$ cat config.mk
export PLATFORM = sky130hd
export DESIGN_NAME = seq_mult_param
export DESIGN_NICKNAME = d
export VERILOG_FILES = /design/src/rtl/seq_mult_pkg.sv /design/src/rtl/seq_mult_ctrl.sv /design/src/rtl/seq_mult_param.sv
export SDC_FILE = /design/constraint.sdc
export NUM_CORES = 1
export LEC_CHECK = 0
export BUFFER_PORTS_ARGS = -buffer_cell sky130_fd_sc_hd__buf_4
export CORE_MARGIN = 8
export CORE_UTILIZATION = 45
export CTS_BUF_LIST = sky130_fd_sc_hd__clkbuf_16
export DETAILED_ROUTE_END_ITERATION = 8
export PLACE_DENSITY = 0.66
export SYNTH_ARGS = -nofsm -noshare
export SYNTH_HDL_FRONTEND = slang
export SYNTH_HIERARCHICAL = 1
export SYNTH_SLANG_ARGS = --single-unit
$ cat constraint.sdc
create_clock -name clk -period 2.8 [get_ports clk]
set_clock_uncertainty 0.05 [all_clocks]
set_input_delay 0 -clock clk [delete_from_list [all_inputs] [get_ports clk]]
set_output_delay 0 -clock clk [all_outputs]
set_load 0.005 [all_outputs]
$ cat src/rtl/seq_mult_pkg.sv
// Shared definitions for the sequential shift-and-add multiplier.
package seq_mult_pkg;

    typedef enum logic [1:0] {
        IDLE = 2'd0,
        CALC = 2'd1,
        DONE = 2'd2
    } mult_state_e;

    localparam int DEFAULT_WIDTH      = 16;
    localparam int DEFAULT_EARLY_EXIT = 1;

    // Counter width able to hold the value WIDTH itself.
    function automatic int cnt_bits(input int w);
        return $clog2(w + 1);
    endfunction

endpackage

$ cat src/rtl/seq_mult_ctrl.sv
// Sequencing for the multiplier: FSM, iteration counter and the busy/done handshake.
module seq_mult_ctrl
    import seq_mult_pkg::*;
#(
    parameter int WIDTH      = DEFAULT_WIDTH,
    parameter int EARLY_EXIT = DEFAULT_EARLY_EXIT
) (
    input  logic clk,
    input  logic rst_n,
    input  logic start,
    input  logic mplr_rest_zero,
    output logic load,
    output logic step,
    output logic finish,
    output logic busy,
    output logic done
);

    localparam int CW = cnt_bits(WIDTH);

    mult_state_e   state, state_next;
    logic [CW-1:0] cnt;
    logic [CW-1:0] cnt_next;
    logic          last_iter;

    assign cnt_next  = cnt + 1'b1;
    // Exit is judged on the values this step produces, so b=0 still costs one pass.
    assign last_iter = (cnt_next == CW'(WIDTH)) ||
                       ((EARLY_EXIT != 0) && mplr_rest_zero);

    always_ff @(posedge clk or negedge rst_n) begin
        if (!rst_n) state <= IDLE;
        else        state <= state_next;
    end

    always_comb begin
        state_next = state;
        case (state)
            IDLE:    if (start && !busy) state_next = CALC;
            CALC:    if (last_iter)      state_next = DONE;
            DONE:    state_next = IDLE;
            default: state_next = IDLE;
        endcase
    end

    always_comb begin
        load   = 1'b0;
        step   = 1'b0;
        finish = 1'b0;
        case (state)
            IDLE:    load   = start && !busy;
            CALC:    step   = 1'b1;
            DONE:    finish = 1'b1;
            default: ;
        endcase
    end

    always_ff @(posedge clk or negedge rst_n) begin
        if (!rst_n)    cnt <= '0;
        else if (load) cnt <= '0;
        else if (step) cnt <= cnt_next;
    end

    // busy spans the done cycle, which is what blocks a held start for one cycle.
    always_ff @(posedge clk or negedge rst_n) begin
        if (!rst_n) begin
            busy <= 1'b0;
            done <= 1'b0;
        end else begin
            done <= finish;
            if (load)      busy <= 1'b1;
            else if (done) busy <= 1'b0;
        end
    end

endmodule

$ cat src/rtl/seq_mult_param.sv
// Parametrised sequential shift-and-add multiplier with signed/unsigned mode and early exit.
module seq_mult_param
    import seq_mult_pkg::*;
#(
    parameter int WIDTH      = DEFAULT_WIDTH,
    parameter int EARLY_EXIT = DEFAULT_EARLY_EXIT
) (
    input  logic               clk,
    input  logic               rst_n,
    input  logic               start,
    input  logic               signed_mode,
    input  logic [WIDTH-1:0]   a,
    input  logic [WIDTH-1:0]   b,
    output logic               busy,
    output logic               done,
    output logic [2*WIDTH-1:0] product
);

    localparam int PW = 2 * WIDTH;

    logic             load, step, finish;
    logic [WIDTH-1:0] mag_a, mag_b;
    logic [WIDTH-1:0] mplr;
    logic [PW-1:0]    acc, mcand, acc_sum;
    logic             neg;
    logic             mplr_rest_zero;

    seq_mult_ctrl #(
        .WIDTH      (WIDTH),
        .EARLY_EXIT (EARLY_EXIT)
    ) u_ctrl (
        .clk            (clk),
        .rst_n          (rst_n),
        .start          (start),
        .mplr_rest_zero (mplr_rest_zero),
        .load           (load),
        .step           (step),
        .finish         (finish),
        .busy           (busy),
        .done           (done)
    );

    // Negating the most negative value wraps to 2^(WIDTH-1), which reads correctly as unsigned.
    assign mag_a = (signed_mode && a[WIDTH-1]) ? -a : a;
    assign mag_b = (signed_mode && b[WIDTH-1]) ? -b : b;

    assign mplr_rest_zero = (mplr[WIDTH-1:1] == '0);
    assign acc_sum        = acc + mcand;

    always_ff @(posedge clk or negedge rst_n) begin
        if (!rst_n) begin
            acc   <= '0;
            mcand <= '0;
            mplr  <= '0;
            neg   <= 1'b0;
        end else if (load) begin
            acc   <= '0;
            mcand <= {{WIDTH{1'b0}}, mag_a};
            mplr  <= mag_b;
            neg   <= signed_mode & (a[WIDTH-1] ^ b[WIDTH-1]);
        end else if (step) begin
            if (mplr[0]) acc <= acc_sum;
            mcand <= mcand << 1;
            mplr  <= mplr >> 1;
        end
    end

    always_ff @(posedge clk or negedge rst_n) begin
        if (!rst_n)      product <= '0;
        else if (finish) product <= neg ? -acc : acc;
    end

endmodule

Yosys cells after proc, flatten, opt, wreduce, memory -nomap -nowiden --
Cells that the tools add are included.
Word-level totals: bits in registers 122, word-level logic and storage cells 53, output and inout bits 34
Operators by class: add/subtract/negate cells 5, muxes and demuxes 20, equal/unequal tests 5, bitwise operators 2, reductions and logical operators 12
Operator list (number):
- 32-bit two-way mux | 6
- 16-bit two-way mux | 4
- 32-bit adder | 1
- 16-bit negator | 2
- 32-bit negator | 1
- 15-bit logical NOT | 1
- 5-bit two-way mux | 2
- 2-bit nonzero test | 3
- 5-bit by 1-bit adder with 5-bit output (second input constant) | 1
- 5-bit equality test (second input constant) | 1
- 1-bit two-way mux | 5
- 2-bit two-way mux | 2
- 2-bit by 1-bit inequality test with 1-bit output (second input constant) | 2
- 2-bit one-hot mux with 2 select lines | 1
- 2-bit AND reduction | 2
- 1-bit logical AND | 3
- 2-bit by 1-bit equality test with 1-bit output (second input constant) | 1
- 2-bit equality test (second input constant) | 1
- 2-bit logical NOT | 1
- 1-bit AND | 1
- 1-bit logical NOT | 1
- 1-bit logical OR | 1
- 1-bit bitwise XOR | 1

Logic depth before layout (Yosys ltp) --
Gate-level depths: netlist (run 1).
depth after elaboration 5, mapped depth 11

Hierarchy --
The synthesis (run 1) kept the hierarchy.
By module, submodules not included:
- seq_mult_param | cells each 850, area an instance 7357.1 um2, sequential area each 2827.7 um2, times used 1
- seq_mult_ctrl | cells each 48, area an instance 456.7 um2, sequential area each 225.2 um2, times used 1

Worst setup path before layout (run 1) --
No wires, ideal clock.
path type register to register, start point register acc[6], end point register acc[31], data required time 2672 ps, arrival 2567 ps, path buffers 0, setup time 78 ps, cell stages (with the launch flop) 10, setup slack 105 ps, cells stage by stage dfrtp_1 > ha_1 > a21oi_1 > o21ai_0 > a221oi_1 > a32oi_1 > o2111ai_1 > a2111oi_0 > or4_1 > a21oi_1
On the way: word-level cells in the longest chain between the ends 4
Ends and longest elaborated chain:
- start: declaration | RTL line seq_mult_param.sv:24 | logic [PW-1:0] acc, mcand, acc_sum;
- start signal: assignment | RTL line seq_mult_param.sv:62 | if (mplr[0]) acc <= acc_sum;
- 32-bit adder | RTL line seq_mult_param.sv:48 | assign acc_sum = acc + mcand;
- 32-bit two-way mux | RTL line seq_mult_param.sv:62
- 32-bit two-way mux | RTL line seq_mult_param.sv:61 | end else if (step) begin
- 32-bit two-way mux | RTL line seq_mult_param.sv:56 | end else if (load) begin
Every way passes these cells. The select of a mux whose other input is x is not followed. A chain may end at the register's enable or synchronous reset.

Final worst setup path (run 1) --
start point register acc[2], end point register acc[31]
Same word-level chain as after synthesis.

==> results of run 1 <==
-- cells in the mapped netlist (all sizes together) (15+ instances only) --
| library cell | instances |
|---|---|
| clkbuf | 32 |
| o31ai | 17 |
| nor3 | 15 |
| nand3 | 24 |
| a21oi | 94 |
| ha | 35 |
| xor2 | 47 |
| dfrtp | 122 |
| nand2 | 104 |
| nor2 | 85 |
| xnor2 | 20 |
| o21ai | 79 |
| mux2i | 47 |
| inv | 24 |
-- power groups by stage --
| stage | clock [uW] | sequential [uW] | combinational, uW |
|---|---|---|---|
| after floorplan | 0 | 3100 | 3350 |
| after global placement | 0 | 3180 | 5040 |
| after detailed placement | 0 | 3200 | 5120 |
| after CTS | 2000 | 3180 | 5220 |
| after global routing | 2070 | 3300 | 5980 |
| final | 1960 | 3190 | 5320 |
-- logic make-up (layout without fill, tap and decap cells) --
group	Yosys count	after routing	share of synthesized area (%)
buffers and inverters	68	232	3.30
multiplexers	48	48	6.16
flip-flops	122	122	39.1
AND/OR/NAND/NOR	294	294	17.6
other	0	1	0
adder cells (fa/ha/maj)	36	36	5.86
XOR/XNOR	67	67	7.51
AO/OA/AOI/OAI	263	263	20.5
-- per-layer routing --
metal / global-route usage, % / up-vias / wire length (um)
met2: 29.0 / 171 / 8960
met3: 4.00 / 23 / 1140
li1: - / 3541 / -
met4: 6.12 / 0 / 290
met5: 0 / - / 0
met1: 24.8 / 3287 / 9280
-- registers in the layout (all words and copies together), names as in the netlist --
signal,count
acc,32
neg,1
u_ctrl/done,1
u_ctrl/cnt,5
u_ctrl/busy,1
mcand,32
product,32
mplr,16
u_ctrl/state,2
-- area by class of cell --
| type | instances | area, um2 | area share, % |
|---|---|---|---|
| flip-flops and latches | 122 | 3050 | 30.5 |
| clock inverters | 15 | 104 | 1.04 |
| clock buffers | 17 | 425 | 4.25 |
| well taps | 225 | 282 | 2.81 |
| multi-input cells | 708 | 4610 | 46.1 |
| repair buffers | 174 | 1430 | 14.3 |
| inverters | 26 | 98.8 | 0.987 |
| diodes | 1 | 2.50 | 0.0250 |
-- metrics by stage --
| stage | setup WS [ns] | utilization (%) | hold WS (ns) |
|---|---|---|---|
| after floorplan | 0.105 | - | -0.346 |
| after global placement | -0.0217 | 52.3 | -0.0349 |
| after detailed placement | -0.0516 | 52.3 | -0.0285 |
| after CTS | 0.0153 | 57.9 | 0.0612 |
| after global routing | -0.0897 | 58.5 | 0.0970 |
| final | 0.0468 | 58.5 | 0.0505 |
-- final timing paths --
check	start	endpoint	slack, ns	cells after the start
max	acc[2]	acc[31]	0.05	10
min	rst_n	mcand[11]	0.05	2
max reg2reg	acc[2]	acc[31]	0.05	10
min reg2reg	u_ctrl/done	u_ctrl/busy	0.42	1
max in group asynchronous	rst_n	product[31]	1.86	3
min in group clk	b[0]	mplr[0]	0.31	4
-- cell usage in the layout (no fill, tap or decap), types with 6 or more instances in the layout --
| cell type | netlist | layout |
|---|---|---|
| clkinvlp_4 | 0 | 6 |
| nor2_1 | 85 | 84 |
| nand2_1 | 104 | 104 |
| o21ai_0 | 79 | 76 |
| dlygate4sd3_1 | 0 | 41 |
| xor2_1 | 47 | 47 |
| buf_4 | 0 | 131 |
| nand3_1 | 24 | 23 |
| a21oi_1 | 94 | 92 |
| nor3_1 | 15 | 15 |
| ha_1 | 35 | 33 |
| o211ai_1 | 7 | 7 |
| a211oi_1 | 13 | 12 |
| or3_1 | 10 | 9 |
| xnor2_1 | 20 | 20 |
| mux2i_1 | 47 | 47 |
| o31ai_1 | 13 | 13 |
| o21a_1 | 8 | 8 |
| clkbuf_16 | 0 | 17 |
| a21o_1 | 6 | 6 |
| dfrtp_1 | 122 | 122 |
| and3_1 | 8 | 8 |
| inv_1 | 24 | 23 |
| nor4_1 | 10 | 9 |
-- worst max-delay path: cells and delay by family, from the launching register on --
family,cells,cell delay (ns)
simple gates,3,0.77
flops,1,0.38
fa+ha+maj,1,0.31
compound gates,5,1.02
buf+inv,1,0.12
-- repair_timing --
action / CTS / global route
resized for setup: 1 / 23
endpoints found under the hold margin: 125 / 0
gates cloned: 0 / 0
hold buffers: 41 / 0
endpoints found under the setup margin: 1 / 11
setup buffers: 0 / 2
pin swaps: 0 / 6
==> results.toml, run 1 <==
[power]
combPwrFrac_pct = 50.8
pwr-share-clk_pct = 18.7
p_int_uw = 6190
swShare_pct = 40.9
p_per_area_nw_per_um2 = 1050
p_seq_share_pct = 30.4
p_leak_uw = 0.00472
p_total_uw = 10500
power_switching_uw = 4280
ir_worst_vdd_uv = 578

[synthesis]
synth_edf_count = 0
ys_ff_latch = 122
synthArstFlopShare_pct = 100
syn_nets = 970
ys_top_cells_by_area = "dfrtp_1 39%, a21oi_1 6.0%, mux2i_1 6.0%"
avgSynthCellArea_um2 = 8.70
yosys.cell_types.count = 62
syn_area_um2 = 7810
yosysTopAreaCell = "dfrtp_1"
synth_cells = 898
yosysTopAreaCellShare_pct = 39.1
synth_warnings = 6
seq_area_frac_synth_pct = 39.1
synthFlopType = "dfrtp_1"

[clock_tree]
clk_latency_ns = 0.42
cts_tree = "built"
cts_root_buffer = "clkbuf_16"
clock_path_buffers = 2
cts_sinks = 122
path_clk_slew_ns = 0.06
numCtsBuffers = 17
h-tree-depth = 4

[routing]
wl_um = 19700
vias = 7022
drt-initial-drc-count = 463
viasPerCell = 5.45
drtPass1Iterations = 5
wl_per_cell_um = 15.3
antenna_left = 0
drc = 0

[cells_and_area]
fin_area_um2 = 10000
n_fill_cell = 1526
syn_to_final_growth_pct = 28.1
stdcell_count = 1288
drive_gt1_share_pct = 18.8
finalNetCount = 1121

[timing]
slew_violations = 0
fin_tns_setup_ns = 0
finalCriticalPeriod_ns = 2.75
rsz0062_at_grt = "true"
fmax_mhz = 363
hold_viol = 0
min_period_over_period_pct = 98.3
worst_pin_slew_ns = 0.915
setup_viol = 0
slew_headroom_pct = 39.0

[critical_path]
setup.worst_path.start_class = "flip-flop"
worstSetupPathType = "reg -> reg"
crit_fanout = 3
worstPathArrival_ns = 3.04
max_stage_delay_ns = 0.49
end_kind = "flip-flop"
cp_data_required_time_ns = 3.09
worstPathCellList = "ha_1 -> buf_4 -> nand3_1 -> o22ai_1 -> o211ai_1 -> a32oi_2 -> o2111ai_2 -> and4_1 -> or4_1 -> a21oi_1"
worst_path_max_delay_cell = "or4_1"

[placed_design]
placed_cell_area_um2 = 8960
place_congestion = 0.880
hpwl_um = 14100
portBuffers = 69
dpl.cell_count = 1212

[grt]
grt_max_degree = 75
antenna_found_initial = 1
grt_pass1_vias = 6797
overflow = 0
grt_usage_pct = 18.4
grt_pass1_wl_um = 32800

[floorplanning]
die_area_um2 = 21800
start_util_pct = 45.7
fp.dieW_um = 148
num_rows = 48
coreArea_um2 = 17100
fp.dieH_um = 148
ioPinCount = 70

[worst_hold_path]
hp-class = "in -> async"

[outcome]
outcome = "finished, final reports clean"

[run]
maxCapViolCount = 0
(Power assumes the default switching activity.)
==> run 2, diff against run 1 <==
- GPL_ROUTABILITY_DRIVEN: default -> 0
- PLACE_DENSITY: 0.66 -> default
- clock period: 2.8 -> 3 ns (I/O delays scaled with it)
==> run 2 against run 1 <==
Power is 8.6% lower. Die area stayed put. Global-route usage is 0.22 points higher. Combinational power is 14% lower. Fmax is 0.64% lower. Via count decreased by 2.3%.
==> results.toml, run 2 (synthesized netlist as in run 1, its figures left out) <==
[clock_tree]
cts_sinks = 122
post_cts_buffers = 0
h-tree-depth = 4
cts_root_buffer = "clkbuf_16"
clock_path_buffers = 2
clk_latency_ns = 0.42
numCtsBuffers = 17
path_clk_slew_ns = 0.05
cts_tree = "built"

[cells_and_area]
utilization_pct = 57.0
drive_gt1_share_pct = 14.5
top_regs = "acc: 32 flops, mcand: 32 flops, product: 32 flops"
n_fill_cell = 1571
final_common_cell = "dfrtp_1"
syn_to_final_growth_pct = 24.8
finalNetCount = 1091
layout_common_cells = "122 x dfrtp_1, 104 x nand2_1, 102 x buf_4"

[grt]
grtUsageMet1_pct = 25.2
met2_usage_pct = 29.2
overflow = 0
busiest_layer = "met2"
met3_usage_pct = 3.94
grt_max_degree = 110
grt_usage_pct = 18.7
antenna_found_initial = 1
grt_pass1_wl_um = 33300
grt_pass1_vias = 6750

[floorplanning]
die_area_um2 = 21800
start_util_pct = 45.7
ioPinCount = 70
num_rows = 48
fp.dieW_um = 148
coreArea_um2 = 17100
fp.dieH_um = 148

[routing]
drtPass1Iterations = 5
antenna_left = 0
drc = 0
viasPerCell = 5.45
wl_per_cell_um = 15.5
drt-initial-drc-count = 405
wl_um = 19400
vias = 6861

[critical_path]
worstPathCellList = "ha_1 -> nand3_1 -> o22ai_1 -> o211ai_1 -> a21boi_0 -> o31a_1 -> nor4b_1 -> or4_1 -> a31oi_1"
path_buf_inv = 0
setup.worst_path.start_class = "flip-flop"
worstSetupPathType = "reg -> reg"
path_depth = 9
worst_path_max_delay_cell = "or4_1"
crit_fanout = 5
cp_data_required_time_ns = 3.27
max_stage_delay_ns = 0.47
cp_top_family = "compound AO/OA/AOI/OAI gates"
ff2ff_setup_slack_ns = 0.23
crit-reg2reg-capture = "acc[19]"
end_kind = "flip-flop"
rr_startpoint = "mcand[3]"
worstPathArrival_ns = 3.04
reg2reg_depth = 9

[power]
ir_worst_vdd_uv = 526
p_leak_uw = 0.00461
p_per_area_nw_per_um2 = 980

[timing]
holdWs_ns = 0.167
worst_pin_slew_ns = 0.987
fmax_mhz = 361
slew_violations = 0
rsz0062_at_grt = "true"
hold_viol = 0
slew_headroom_pct = 34.2
finalCriticalPeriod_ns = 2.77
setup_viol = 0
min_period_over_period_pct = 92.4

[outcome]
outcome = "finished, final reports clean"

[placed_design]
hpwl_um = 13900
portBuffers = 69

[run]
maxCapViolCount = 0

[worst_hold_path]
hp-class = "in -> async"
-- run 2: changes by cell type in the layout (fill, tap and decap cells not counted), moves of 2 or more --
cell / change
a21oi_2: -2
buf_4: -29
clkinvlp_4: -5
ha_1: +2
a21oi_1: +2
inv_6: -2
bufinv_16: +3
clkinv_4: -2
inv_1: +6
-- run 2: worst register-to-register path, delay by kind of cell, from the launching register on --
family / cells / cell delay, ns
compound gates: 5 / 1.21
simple gates: 3 / 0.64
flops: 1 / 0.40
fa+ha+maj: 1 / 0.38
-- run 2: cell type report --
type | instances | area, um2 | area share, %
tap | 225 | 282 | 2.89
inverter | 26 | 98.8 | 1.01
multi-input combinational | 708 | 4540 | 46.6
clock inverter | 15 | 144 | 1.48
clock buffer | 17 | 425 | 4.36
sequential | 122 | 3050 | 31.3
timing repair buffer | 144 | 1210 | 12.4
antenna | 1 | 2.50 | 0.0257
-- run 2: repair_timing --
item,CTS,global route
endpoints found under the hold margin,94,0
setup endpoints to repair,0,9
gates resized for setup,0,6
hold buffers,40,0
-- run 2: per-stage QoR --
step	setup TNS, ns	setup WS [ns]	total power, uW	std cells	instance area, um2
floorplan	0	0.305	6020	898	7810
global placement	0	0.136	7480	1185	8760
detailed placement	0	0.111	7520	1185	8760
CTS	0	0.0980	9600	1257	9730
global route	-0.0338	-0.0321	10400	1258	9750
finish	0	0.229	9560	1258	9750
-- run 2: worst max-delay path by stage --
stage	end	slack, ns	start
after global routing	acc[31]	-0.03	mcand[11]
final	acc[19]	0.23	mcand[3]
after detailed placement	acc[30]	0.11	mcand[0]
after floorplan	acc[31]	0.30	acc[6]
after CTS	acc[30]	0.1	mcand[0]
after global placement	acc[30]	0.14	mcand[0]
-- run 2: routing by layer --
layer / wire [um] / part of all wire [%] / up-vias
met4: 219 / 1.1 / 0
met3: 881 / 4.5 / 12
met5: 0 / 0 / -
met2: 8880 / 46 / 145
met1: 9460 / 49 / 3217
li1: - / - / 3487
-- run 2: power by group --
group          leakage, uW  switching (uW)  internal, uW
Combinational      0.00276            2470          2120
Clock             0.000297             701          1270
Sequential         0.00155             639          2350
==> run 3, diff against run 2 <==
- clock period: 3 -> 3.2 ns (I/O delays scaled with it)
==> run 3 against run 2 <==
Non-clock buffer count is 16 lower. Worst setup slack better by 0.072 ns. Critical path depth is 1 higher. Sequential power shrank 4%. Fmax is 4.4% lower. Clock-buffer cell count unchanged. Die area did not move. Sequential share of layout area increased by 0.82 points. Register-to-register slack gained 0.07 ns. Largest cell class unchanged. Highest routed layer unchanged.
==> results.toml, run 3 (synthesized netlist as in run 1, its figures left out) <==
[clock_tree]
path_clk_slew_ns = 0.05
cts_root_buffer = "clkbuf_16"
cts_sinks = 122
numCtsBuffers = 17
clk_latency_ns = 0.42
cts_tree = "built"
h-tree-depth = 4
clock_path_buffers = 2

[routing]
drc = 0
drtPass1Iterations = 5
wl_per_cell_um = 15.1
antenna_left = 0
viasPerCell = 5.41
vias = 6687
drt-initial-drc-count = 399
wl_um = 18600

[critical_path]
rr_startpoint = "acc[0]"
worst_path_max_delay_cell = "dfrtp_1"
path_depth = 10
cp_data_required_time_ns = 3.47
end_kind = "flip-flop"
crit-reg2reg-capture = "acc[26]"
reg2reg_depth = 10
cp_top_family = "compound AO/OA/AOI/OAI gates"
crit_path_end = "acc[26]"
path_buf_inv = 1
crit_fanout = 5
worstPathCellList = "ha_1 -> inv_1 -> fa_1 -> nor2b_1 -> o31a_1 -> or3_1 -> a211oi_1 -> o21ai_1 -> a31o_2 -> o311ai_1"
startpoint = "acc[0]"
worstSetupPathType = "reg -> reg"
setup.worst_path.start_class = "flip-flop"
ff2ff_setup_slack_ns = 0.30
max_stage_delay_ns = 0.42
worstPathArrival_ns = 3.17

[cells_and_area]
top_regs = "acc: 32 flops, mcand: 32 flops, product: 32 flops"
finalNetCount = 1075
fin_area_um2 = 9510
insertedDiodeCount = 0
final_common_cell = "dfrtp_1"
syn_to_final_growth_pct = 21.7
stdcell_count = 1235
drive_gt1_share_pct = 12.8
utilization_pct = 55.5
n_fill_cell = 1601
layout_common_cells = "122 x dfrtp_1, 104 x nand2_1, 94 x a21oi_1"

[grt]
grt_pass1_vias = 6511
overflow = 0
antenna_found_initial = 0
grt_usage_pct = 17.9
grt_max_degree = 72
grt_pass1_wl_um = 32000

[floorplanning]
num_rows = 48
fp.dieW_um = 148
coreArea_um2 = 17100
fp.dieH_um = 148
start_util_pct = 45.7
ioPinCount = 70
die_area_um2 = 21800

[power]
combPwrFrac_pct = 48.1
pwr-share-clk_pct = 18.4
p_int_uw = 5040
p_leak_uw = 0.00448
ir_worst_vdd_uv = 504
p_seq_share_pct = 33.6
p_per_area_nw_per_um2 = 896
swShare_pct = 40.8
power_switching_uw = 3470

[timing]
fin_tns_setup_ns = 0
worst_pin_slew_ns = 1.08
hold_viol = 0
slew_headroom_pct = 27.9
min_period_over_period_pct = 90.6
rsz0062_at_grt = "false"
slew_violations = 0
fmax_mhz = 345
finalCriticalPeriod_ns = 2.90
setup_viol = 0

[worst_hold_path]
hp-class = "in -> async"

[placed_design]
portBuffers = 69
placed_cell_area_um2 = 8640
dpl.cell_count = 1170
hpwl_um = 13600

[run]
maxCapViolCount = 0

[outcome]
outcome = "finished, final reports clean"
-- run 3: worst min-delay path by stage --
stage / from / end
after floorplan: rst_n / acc[0]
after global placement: rst_n / mcand[4]
after detailed placement: rst_n / mcand[4]
after CTS: rst_n / mcand[4]
after global routing: rst_n / mcand[4]
final: rst_n / mcand[4]
-- run 3: cell type report --
type                    instances  area [um2]  area share [%]
clock buffers                  17         425            4.47
inverters                      26        98.8            1.04
repair buffers                128        1080            11.4
well taps                     225         282            2.96
multi-input cells             708        4520            47.6
flip-flops and latches        122        3050            32.1
clock inverters                 9        40.0           0.421
-- run 3: per-layer routing --
layer	vias to the layer above	part of all wire, %	GRT usage (%)
met2	123	44	27.4
met5	-	0	0
met1	3117	50	24.9
li1	3431	-	-
met3	16	4.2	3.39
met4	0	1.4	5.97
-- run 3: power by group through the flow --
| stage | clock network [uW] | logic, uW | registers, uW |
|---|---|---|---|
| 3_5_place_dp | 0 | 4040 | 2880 |
| 2_1_floorplan | 0 | 2940 | 2710 |
| 6_report | 1570 | 4090 | 2860 |
| 5_1_grt | 1660 | 4660 | 2970 |
| 4_1_cts | 1600 | 4110 | 2860 |
| 3_3_place_gp | 0 | 4040 | 2870 |
-- run 3: repair_timing --
action,CTS,global route
endpoints found under the hold margin,85,0
hold buffers,39,0
buffers inserted,0,0
resized for setup,0,2
endpoints found under the setup margin,0,3
-- run 3: through the flow --
stage	hold WS [ns]	total power (uW)	setup slack, ns
6_report	0.111	8520	0.301
2_1_floorplan	-0.346	5650	0.505
4_1_cts	0.143	8570	0.132
3_5_place_dp	0.0366	6930	0.143
3_3_place_gp	0.0380	6910	0.136
5_1_grt	0.184	9290	0.113
